### config.mk
export PLATFORM = sky130hd
export DESIGN_NAME = mem_arbiter_flat
export DESIGN_NICKNAME = d
export VERILOG_FILES = /design/src/rtl/scpu_mem_pkg.sv /design/src/rtl/mem_arbiter_if.sv /design/src/rtl/rr_arb2.sv /design/src/rtl/mem_arbiter.sv /design/src/flat_wrapper.sv
export SDC_FILE = /design/constraint.sdc
export NUM_CORES = 1
export LEC_CHECK = 0
export CORE_MARGIN = 5
export CORE_UTILIZATION = 39
export CTS_BUF_LIST = sky130_fd_sc_hd__clkbuf_8
export CTS_CLUSTER_DIAMETER = 40
export DETAILED_ROUTE_END_ITERATION = 7
export MAX_ROUTING_LAYER = met4
export PLACE_DENSITY_LB_ADDON = 0.3
export REMOVE_ABC_BUFFERS = 1
export SLEW_MARGIN = 15
export SYNTH_ARGS = -nofsm -noshare
export SYNTH_HDL_FRONTEND = slang
export SYNTH_HIERARCHICAL = 1
export SYNTH_SLANG_ARGS = --single-unit
### constraint.sdc
create_clock -name clk -period 2.05 [get_ports clk]
set_clock_uncertainty 0.15 [all_clocks]
set_input_delay 0.205 -clock clk [delete_from_list [all_inputs] [get_ports clk]]
set_output_delay 0.205 -clock clk [all_outputs]
set_load 0.005 [all_outputs]
### src/rtl/scpu_mem_pkg.sv
// Shared constants and state encoding for the two-port memory arbiter.
package scpu_mem_pkg;

  localparam int unsigned DefAddrW    = 16;
  localparam int unsigned DefDataW    = 8;
  localparam int unsigned DefMemDepth = 1024;

  localparam logic P_FETCH = 1'b0;
  localparam logic P_LS    = 1'b1;

  typedef enum logic [1:0] {
    StIdle,
    StIssue,
    StCapture,
    StAck
  } arb_state_e;

endpackage

### src/rtl/mem_arbiter_if.sv
// Bundle of both requester ports and the memory pins seen by mem_arbiter.
interface mem_arbiter_if #(
  parameter int unsigned ADDR_W = scpu_mem_pkg::DefAddrW,
  parameter int unsigned DATA_W = scpu_mem_pkg::DefDataW
);

  logic              r0_req;
  logic              r0_we;
  logic [ADDR_W-1:0] r0_addr;
  logic [DATA_W-1:0] r0_wdata;
  logic              r0_ack;
  logic              r0_err;
  logic [DATA_W-1:0] r0_rdata;

  logic              r1_req;
  logic              r1_we;
  logic [ADDR_W-1:0] r1_addr;
  logic [DATA_W-1:0] r1_wdata;
  logic              r1_ack;
  logic              r1_err;
  logic [DATA_W-1:0] r1_rdata;

  logic [ADDR_W-1:0] mem_addr;
  logic [DATA_W-1:0] mem_wdata;
  logic [DATA_W-1:0] mem_rdata;
  logic              mem_ce;
  logic              mem_w;
  logic              mem_r;
  logic              mem_oe;
  logic              busy;

  // Arbiter side.
  modport slave (
    input  r0_req, r0_we, r0_addr, r0_wdata,
    input  r1_req, r1_we, r1_addr, r1_wdata,
    input  mem_rdata,
    output r0_ack, r0_err, r0_rdata,
    output r1_ack, r1_err, r1_rdata,
    output mem_addr, mem_wdata, mem_ce, mem_w, mem_r, mem_oe, busy
  );

  // Core + memory side.
  modport master (
    output r0_req, r0_we, r0_addr, r0_wdata,
    output r1_req, r1_we, r1_addr, r1_wdata,
    output mem_rdata,
    input  r0_ack, r0_err, r0_rdata,
    input  r1_ack, r1_err, r1_rdata,
    input  mem_addr, mem_wdata, mem_ce, mem_w, mem_r, mem_oe, busy
  );

endinterface

### src/rtl/rr_arb2.sv
// Combinational two-way grant: round-robin or fixed priority on ties.
module rr_arb2
  import scpu_mem_pkg::*;
#(
  parameter bit RR = 1'b1
) (
  input  logic [1:0] req,
  input  logic       last_grant,
  output logic       valid,
  output logic       grant
);

  always_comb begin
    valid = |req;
    grant = P_FETCH;
    case (req)
      2'b01:   grant = P_FETCH;
      2'b10:   grant = P_LS;
      2'b11:   grant = RR ? ~last_grant : P_FETCH;
      default: grant = P_FETCH;
    endcase
  end

endmodule

### src/rtl/mem_arbiter.sv
// Two-port sequencer for the single-port byte memory: IDLE -> ISSUE -> CAPTURE -> ACK.
module mem_arbiter
  import scpu_mem_pkg::*;
#(
  parameter int unsigned ADDR_W    = DefAddrW,
  parameter int unsigned DATA_W    = DefDataW,
  parameter int unsigned MEM_DEPTH = DefMemDepth,
  parameter bit          RR        = 1'b1
) (
  input logic           clk,
  input logic           rst,
  mem_arbiter_if.slave  bus
);

  arb_state_e        state_q, state_d;
  logic              winner_q;
  logic              we_q;
  logic [ADDR_W-1:0] addr_q;
  logic [DATA_W-1:0] wdata_q;
  logic [DATA_W-1:0] rdata_q;
  logic              last_grant_q;

  logic arb_valid;
  logic arb_grant;
  logic addr_err;

  rr_arb2 #(
    .RR (RR)
  ) u_rr_arb2 (
    .req        ({bus.r1_req, bus.r0_req}),
    .last_grant (last_grant_q),
    .valid      (arb_valid),
    .grant      (arb_grant)
  );

  assign addr_err = 32'(addr_q) >= 32'(MEM_DEPTH);

  always_ff @(posedge clk) begin
    if (rst) state_q <= StIdle;
    else     state_q <= state_d;
  end

  always_comb begin
    state_d = state_q;
    unique case (state_q)
      StIdle:    if (arb_valid) state_d = StIssue;
      StIssue:   state_d = StCapture;
      StCapture: state_d = StAck;
      StAck:     state_d = StIdle;
      default:   state_d = StIdle;
    endcase
  end

  always_ff @(posedge clk) begin
    if (rst) begin
      winner_q     <= P_FETCH;
      we_q         <= 1'b0;
      addr_q       <= '0;
      wdata_q      <= '0;
      rdata_q      <= '0;
      last_grant_q <= P_LS;
    end else begin
      if (state_q == StIdle && arb_valid) begin
        winner_q <= arb_grant;
        we_q     <= arb_grant ? bus.r1_we    : bus.r0_we;
        addr_q   <= arb_grant ? bus.r1_addr  : bus.r0_addr;
        wdata_q  <= arb_grant ? bus.r1_wdata : bus.r0_wdata;
      end
      // mem_rdata may float outside CAPTURE, so it is only sampled on a real read.
      if (state_q == StCapture) begin
        rdata_q <= (!we_q && !addr_err) ? bus.mem_rdata : '0;
      end
      if (state_q == StAck) last_grant_q <= winner_q;
    end
  end

  assign bus.mem_oe = ~rst;

  always_comb begin
    bus.busy      = (state_q != StIdle);
    bus.mem_ce    = 1'b0;
    bus.mem_w     = 1'b0;
    bus.mem_r     = 1'b0;
    bus.mem_addr  = '0;
    bus.mem_wdata = '0;
    bus.r0_ack    = 1'b0;
    bus.r0_err    = 1'b0;
    bus.r0_rdata  = '0;
    bus.r1_ack    = 1'b0;
    bus.r1_err    = 1'b0;
    bus.r1_rdata  = '0;
    if (!rst && state_q != StIdle) begin
      bus.mem_addr  = addr_q;
      bus.mem_wdata = wdata_q;
      unique case (state_q)
        StIssue: begin
          bus.mem_ce = ~addr_err;
          bus.mem_w  = ~addr_err & we_q;
          bus.mem_r  = ~addr_err & ~we_q;
        end
        StAck: begin
          if (winner_q == P_LS) begin
            bus.r1_ack   = 1'b1;
            bus.r1_err   = addr_err;
            bus.r1_rdata = rdata_q;
          end else begin
            bus.r0_ack   = 1'b1;
            bus.r0_err   = addr_err;
            bus.r0_rdata = rdata_q;
          end
        end
        default: ;
      endcase
    end
  end

endmodule

### src/flat_wrapper.sv
// flat-port wrapper written by rule: the top's interface ports become plain ports
module mem_arbiter_flat import scpu_mem_pkg::*;
#(
  parameter int unsigned ADDR_W    = DefAddrW,
  parameter int unsigned DATA_W    = DefDataW,
  parameter int unsigned MEM_DEPTH = DefMemDepth,
  parameter bit          RR        = 1'b1
)
  (clk, rst, bus_r0_req, bus_r0_we, bus_r0_addr, bus_r0_wdata, bus_r1_req, bus_r1_we, bus_r1_addr, bus_r1_wdata, bus_mem_rdata, bus_r0_ack, bus_r0_err, bus_r0_rdata, bus_r1_ack, bus_r1_err, bus_r1_rdata, bus_mem_addr, bus_mem_wdata, bus_mem_ce, bus_mem_w, bus_mem_r, bus_mem_oe, bus_busy);
  mem_arbiter_if #(.ADDR_W(ADDR_W), .DATA_W(DATA_W)) bus_i ();
  input logic clk;
  input logic rst;
  input wire logic [$bits(bus_i.r0_req)-1:0] bus_r0_req;
  input wire logic [$bits(bus_i.r0_we)-1:0] bus_r0_we;
  input wire logic [$bits(bus_i.r0_addr)-1:0] bus_r0_addr;
  input wire logic [$bits(bus_i.r0_wdata)-1:0] bus_r0_wdata;
  input wire logic [$bits(bus_i.r1_req)-1:0] bus_r1_req;
  input wire logic [$bits(bus_i.r1_we)-1:0] bus_r1_we;
  input wire logic [$bits(bus_i.r1_addr)-1:0] bus_r1_addr;
  input wire logic [$bits(bus_i.r1_wdata)-1:0] bus_r1_wdata;
  input wire logic [$bits(bus_i.mem_rdata)-1:0] bus_mem_rdata;
  output wire logic [$bits(bus_i.r0_ack)-1:0] bus_r0_ack;
  output wire logic [$bits(bus_i.r0_err)-1:0] bus_r0_err;
  output wire logic [$bits(bus_i.r0_rdata)-1:0] bus_r0_rdata;
  output wire logic [$bits(bus_i.r1_ack)-1:0] bus_r1_ack;
  output wire logic [$bits(bus_i.r1_err)-1:0] bus_r1_err;
  output wire logic [$bits(bus_i.r1_rdata)-1:0] bus_r1_rdata;
  output wire logic [$bits(bus_i.mem_addr)-1:0] bus_mem_addr;
  output wire logic [$bits(bus_i.mem_wdata)-1:0] bus_mem_wdata;
  output wire logic [$bits(bus_i.mem_ce)-1:0] bus_mem_ce;
  output wire logic [$bits(bus_i.mem_w)-1:0] bus_mem_w;
  output wire logic [$bits(bus_i.mem_r)-1:0] bus_mem_r;
  output wire logic [$bits(bus_i.mem_oe)-1:0] bus_mem_oe;
  output wire logic [$bits(bus_i.busy)-1:0] bus_busy;
  assign bus_i.r0_req = bus_r0_req;
  assign bus_i.r0_we = bus_r0_we;
  assign bus_i.r0_addr = bus_r0_addr;
  assign bus_i.r0_wdata = bus_r0_wdata;
  assign bus_i.r1_req = bus_r1_req;
  assign bus_i.r1_we = bus_r1_we;
  assign bus_i.r1_addr = bus_r1_addr;
  assign bus_i.r1_wdata = bus_r1_wdata;
  assign bus_i.mem_rdata = bus_mem_rdata;
  assign bus_r0_ack = bus_i.r0_ack;
  assign bus_r0_err = bus_i.r0_err;
  assign bus_r0_rdata = bus_i.r0_rdata;
  assign bus_r1_ack = bus_i.r1_ack;
  assign bus_r1_err = bus_i.r1_err;
  assign bus_r1_rdata = bus_i.r1_rdata;
  assign bus_mem_addr = bus_i.mem_addr;
  assign bus_mem_wdata = bus_i.mem_wdata;
  assign bus_mem_ce = bus_i.mem_ce;
  assign bus_mem_w = bus_i.mem_w;
  assign bus_mem_r = bus_i.mem_r;
  assign bus_mem_oe = bus_i.mem_oe;
  assign bus_busy = bus_i.busy;
  mem_arbiter #(.ADDR_W(ADDR_W), .DATA_W(DATA_W), .MEM_DEPTH(MEM_DEPTH), .RR(RR)) u_core (.clk(clk), .rst(rst), .bus(bus_i));
endmodule
==> run_summary.xml <==
<?xml version="1.0" encoding="UTF-8"?>
<metrics>
  <group name="placement">
    <metric name="numPortBuffers" unit="">110</metric>
    <metric name="preCtsSetupSlack" unit="ns">-0.2211</metric>
    <metric name="finalWeightedCongestion" unit="">0.7863</metric>
    <metric name="placed_cell_area" unit="um2">3256</metric>
    <metric name="dpl.cell_count" unit="">407</metric>
    <metric name="place_hpwl" unit="mm">4.316</metric>
  </group>
  <group name="timing">
    <metric name="minimum_clock_period_after_layout" unit="ns">2.210</metric>
    <metric name="report.final.hold_viol_count" unit="">0</metric>
    <metric name="setup_ws_post_layout" unit="ns">-0.1598</metric>
    <metric name="min_period_over_period" unit="%">107.8</metric>
    <metric name="hold_ws" unit="ns">0.3256</metric>
    <metric name="max_slew_margin" unit="%">76.45</metric>
    <metric name="finalMaxSlewViolations" unit="">0</metric>
    <metric name="final-setup-viol-count" unit="">3</metric>
    <metric name="clock.fmax" unit="GHz">0.4525</metric>
    <metric name="rsz_0062_raised_after_global_routing" unit="">true</metric>
    <metric name="max_slew.worst_pin.slew" unit="ns">0.3533</metric>
  </group>
  <group name="floorplanning">
    <metric name="die_x" unit="um">80.88</metric>
    <metric name="start_util" unit="%">40.94</metric>
    <metric name="die_height" unit="um">80.88</metric>
    <metric name="floorplan.die_area" unit="um2">6542</metric>
    <metric name="floorplan.core_area" unit="um2">4786</metric>
    <metric name="design.portCount" unit="">111</metric>
    <metric name="row_count" unit="">25</metric>
  </group>
  <group name="critical_path">
    <metric name="crit-reg2reg-capture" unit="">u_core/rdata_q[1]</metric>
    <metric name="setup.worst_path.start_class" unit="">flop</metric>
    <metric name="setup.worst_path.class" unit="">reg -&gt; out</metric>
    <metric name="reg2reg_setup_slack" unit="ns">0.18</metric>
    <metric name="type_of_destination_of_the_critical_path" unit="">output port</metric>
    <metric name="critPathArrivalTime" unit="ns">1.85</metric>
    <metric name="crit_required" unit="ns">1.69</metric>
    <metric name="worstPathMaxFanout" unit="">2</metric>
    <metric name="startpoint_of_the_worst_register_to_register_path" unit="">u_core/addr_q[12]</metric>
    <metric name="worst-r2r-cell-count" unit="">4</metric>
  </group>
  <group name="yosys">
    <metric name="ys_dominant_reg_cell" unit="">sky130_fd_sc_hd__dfxtp_1</metric>
    <metric name="ys.warnings.count" unit="">6</metric>
    <metric name="count_of_unique_library_cells_instantiated_by_yosys" unit="">23</metric>
    <metric name="synth_enable_flop_cells" unit="">0</metric>
    <metric name="synth_adder_area_share" unit="%">2.554</metric>
    <metric name="synth_seq_cells" unit="">37</metric>
    <metric name="syn_avg_cell_area" unit="um2">8.556</metric>
    <metric name="synth_xor_xnor_area_share" unit="%">0</metric>
    <metric name="synth-compound-area-share" unit="%">14.43</metric>
    <metric name="synth_mux_area_share" unit="%">13.79</metric>
    <metric name="syn-instance-count" unit="">229</metric>
    <metric name="combinational_family_with_the_most_area_after_synthesis" unit="">simple AND/OR/NAND/NOR gates</metric>
    <metric name="ys_seq_area_share" unit="%">37.80</metric>
    <metric name="summed_instance_area_of_the_synthesized_netlist" unit="um2">1959</metric>
    <metric name="async_flop_share" unit="%">0</metric>
    <metric name="synth_simple_gate_area_share" unit="%">25.22</metric>
  </group>
  <group name="global_routing">
    <metric name="gr-usage-met3" unit="%">5.543</metric>
    <metric name="largest_net_degree_at_the_start_of_global_routing" unit="">40</metric>
    <metric name="grt_first_pass_wirelength" unit="mm">9.694</metric>
    <metric name="total_global_routing_overflow" unit="">0</metric>
    <metric name="gr-usage-met2" unit="%">34.89</metric>
    <metric name="antenna_found_initial" unit="">0</metric>
    <metric name="grt_usage" unit="%">19.65</metric>
    <metric name="gr-max-usage-layer" unit="">met2</metric>
    <metric name="gr-usage-met1" unit="%">21.75</metric>
    <metric name="first_global_vias" unit="">2076</metric>
  </group>
  <group name="cells_and_area">
    <metric name="layout.nets" unit="">423</metric>
    <metric name="antenna_cells_inserted" unit="">0</metric>
    <metric name="share_of_layout_cells_above_drive_strength_1" unit="%">19.05</metric>
    <metric name="areaGrowthSynthToFinish" unit="%">76.69</metric>
    <metric name="layoutNonFillerInstCount" unit="">424</metric>
    <metric name="final_cell_area" unit="um2">3462</metric>
  </group>
  <group name="drt">
    <metric name="dr.first_iter.drc_count" unit="">78</metric>
    <metric name="antenna_left" unit="">0</metric>
    <metric name="drc_errors" unit="">0</metric>
    <metric name="post_drt_wl_per_cell" unit="um">14.33</metric>
    <metric name="postRouteWirelength" unit="mm">6.078</metric>
    <metric name="vias" unit="">2035</metric>
    <metric name="dr.pass1.iters" unit="">5</metric>
    <metric name="vias_per_cell" unit="">4.800</metric>
  </group>
  <group name="clock_network">
    <metric name="ctsHoldBuffers" unit="">0</metric>
    <metric name="tritoncts" unit="">yes</metric>
    <metric name="cts.htree.levels" unit="">2</metric>
    <metric name="clockBufferDepth" unit="">2</metric>
    <metric name="tritoncts_num_sinks" unit="">37</metric>
    <metric name="clkSlewWorstSetupHoldPaths" unit="ns">0.07</metric>
    <metric name="insertion_delay" unit="ns">0.28</metric>
    <metric name="cts-buffers-inserted" unit="">5</metric>
    <metric name="library_cell_used_as_clock_root_buffer" unit="">sky130_fd_sc_hd__clkbuf_8</metric>
  </group>
  <group name="hold_path">
    <metric name="hold_removal_path_class" unit="">in -&gt; reg</metric>
    <metric name="cell_depth_of_the_worst_min_delay_path" unit="">3</metric>
    <metric name="hold-path-endpoint" unit="">u_core/rdata_q[4]</metric>
    <metric name="min-delay-start" unit="">bus_mem_rdata[4]</metric>
  </group>
  <group name="power_and_ir_drop">
    <metric name="ir_drop" unit="mV">0.4919</metric>
    <metric name="total_leakage_power" unit="uW">0.001531</metric>
    <metric name="p_per_area" unit="nW/um2">907.6</metric>
    <metric name="fin_total_pwr" unit="uW">3142</metric>
  </group>
  <group name="run_status">
    <metric name="violations" unit="">negative setup slack</metric>
    <metric name="status" unit="">finished with violations</metric>
  </group>
  <group name="job">
    <metric name="max-cap-violations" unit="">0</metric>
  </group>
</metrics>
-- where the power goes --
group,switching [uW],leakage [uW],internal (uW),total (uW)
logic,745,0.00118,838,1580
registers,121,0.000306,933,1050
clock network,244,0.0000485,262,505
-- layout by cell type, fill, tap and decap left out, types with 10 or more instances in the layout --
cell type                          n
sky130_fd_sc_hd__and2_1           38
sky130_fd_sc_hd__mux2i_1          27
sky130_fd_sc_hd__dlygate4sd2_1    33
sky130_fd_sc_hd__a211oi_1         26
sky130_fd_sc_hd__inv_1            11
sky130_fd_sc_hd__clkdlybuf4s50_1  63
sky130_fd_sc_hd__nand2_1          10
sky130_fd_sc_hd__nor2_1           28
sky130_fd_sc_hd__dfxtp_1          34
sky130_fd_sc_hd__buf_4            18
-- timing repair --
action / CTS / global route
buffers inserted: 4 / 5
gates resized for setup: 98 / 25
hold endpoints to repair: 0 / 0
pin swaps: 9 / 5
cloned: 3 / 0
setup endpoints to repair: 48 / 18
-- cells in the mapped netlist (all sizes together), types with 2 or more instances --
library cell | count | area (um2)
and2 | 41 | 256.5
nand2 | 10 | 37.54
nor2b | 3 | 18.77
or4 | 2 | 15.01
ha | 4 | 50.05
buf | 6 | 27.53
inv | 12 | 45.04
and3 | 2 | 12.51
a211oi | 26 | 195.2
o32ai | 8 | 70.07
nor2 | 30 | 112.6
dfxtp | 37 | 740.7
clkbuf | 13 | 48.80
mux2i | 27 | 270.3
-- stage by stage --
step                setup TNS (ns)  utilization [%]
finish                     -0.3581            72.34
CTS                        -0.6426            71.35
global placement            -3.392            68.03
floorplan                   -19.91                -
detailed placement          -4.258            68.03
global route               -0.5896            72.34
-- cells by family (layout without fill, tap and decap cells) --
family / count (synthesis) / after routing
and+or+nand+nor: 93 / 94
adders and majority gates: 4 / 4
buffers and inverters: 31 / 158
DFF: 37 / 37
AOI/OAI and AO/OA: 37 / 37
muxes: 27 / 27
-- state kept, by name (all words and copies together) (netlist names) --
register / flops
u_core/addr_q: 16
u_core/winner_q: 1
u_core/state_q: 2
u_core/last_grant_q: 1
u_core/wdata_q: 8
u_core/rdata_q: 8
u_core/we_q: 1
-- worst max path at each step --
stage          slack [ns]  cells after the start                start          endpoint
6_report            -0.16                      6    u_core/addr_q[12]         bus_mem_w
5_1_grt             -0.23                      6    u_core/addr_q[12]         bus_mem_w
4_1_cts             -0.20                      4    u_core/addr_q[12]         bus_mem_r
3_5_place_dp        -0.22                      4    u_core/addr_q[10]         bus_mem_r
3_3_place_gp        -0.21                      4    u_core/addr_q[10]         bus_mem_r
2_1_floorplan       -0.74                      3  u_core/last_grant_q  u_core/addr_q[0]
-- critical path: stages (launching register included) --
cell and delay (ns):
sky130_fd_sc_hd__dfxtp_2 0.32, sky130_fd_sc_hd__or4_4 0.53, sky130_fd_sc_hd__buf_6 0.13, sky130_fd_sc_hd__nor3_4 0.13
sky130_fd_sc_hd__buf_4 0.14, sky130_fd_sc_hd__and4_1 0.20, sky130_fd_sc_hd__buf_2 0.12
-- area by class of cell --
class | instances | area [um2]
Fill cell | 395 | 1324
Timing Repair Buffer | 139 | 1291
Multi-Input combinational cell | 162 | 1211
Sequential cell | 37 | 744.5
Tap cell | 67 | 83.83
Clock buffer | 6 | 82.58
Inverter | 12 | 45.04
Clock inverter | 1 | 3.754
-- per-layer routing --
metal / vias up / part of all wire, %
li1: 1043 / -
met1: 899 / 41
met2: 88 / 49
met3: 5 / 9.7
met4: 0 / 0.90
met5: - / 0
Note: power is estimated with default switching activity, not from simulation.
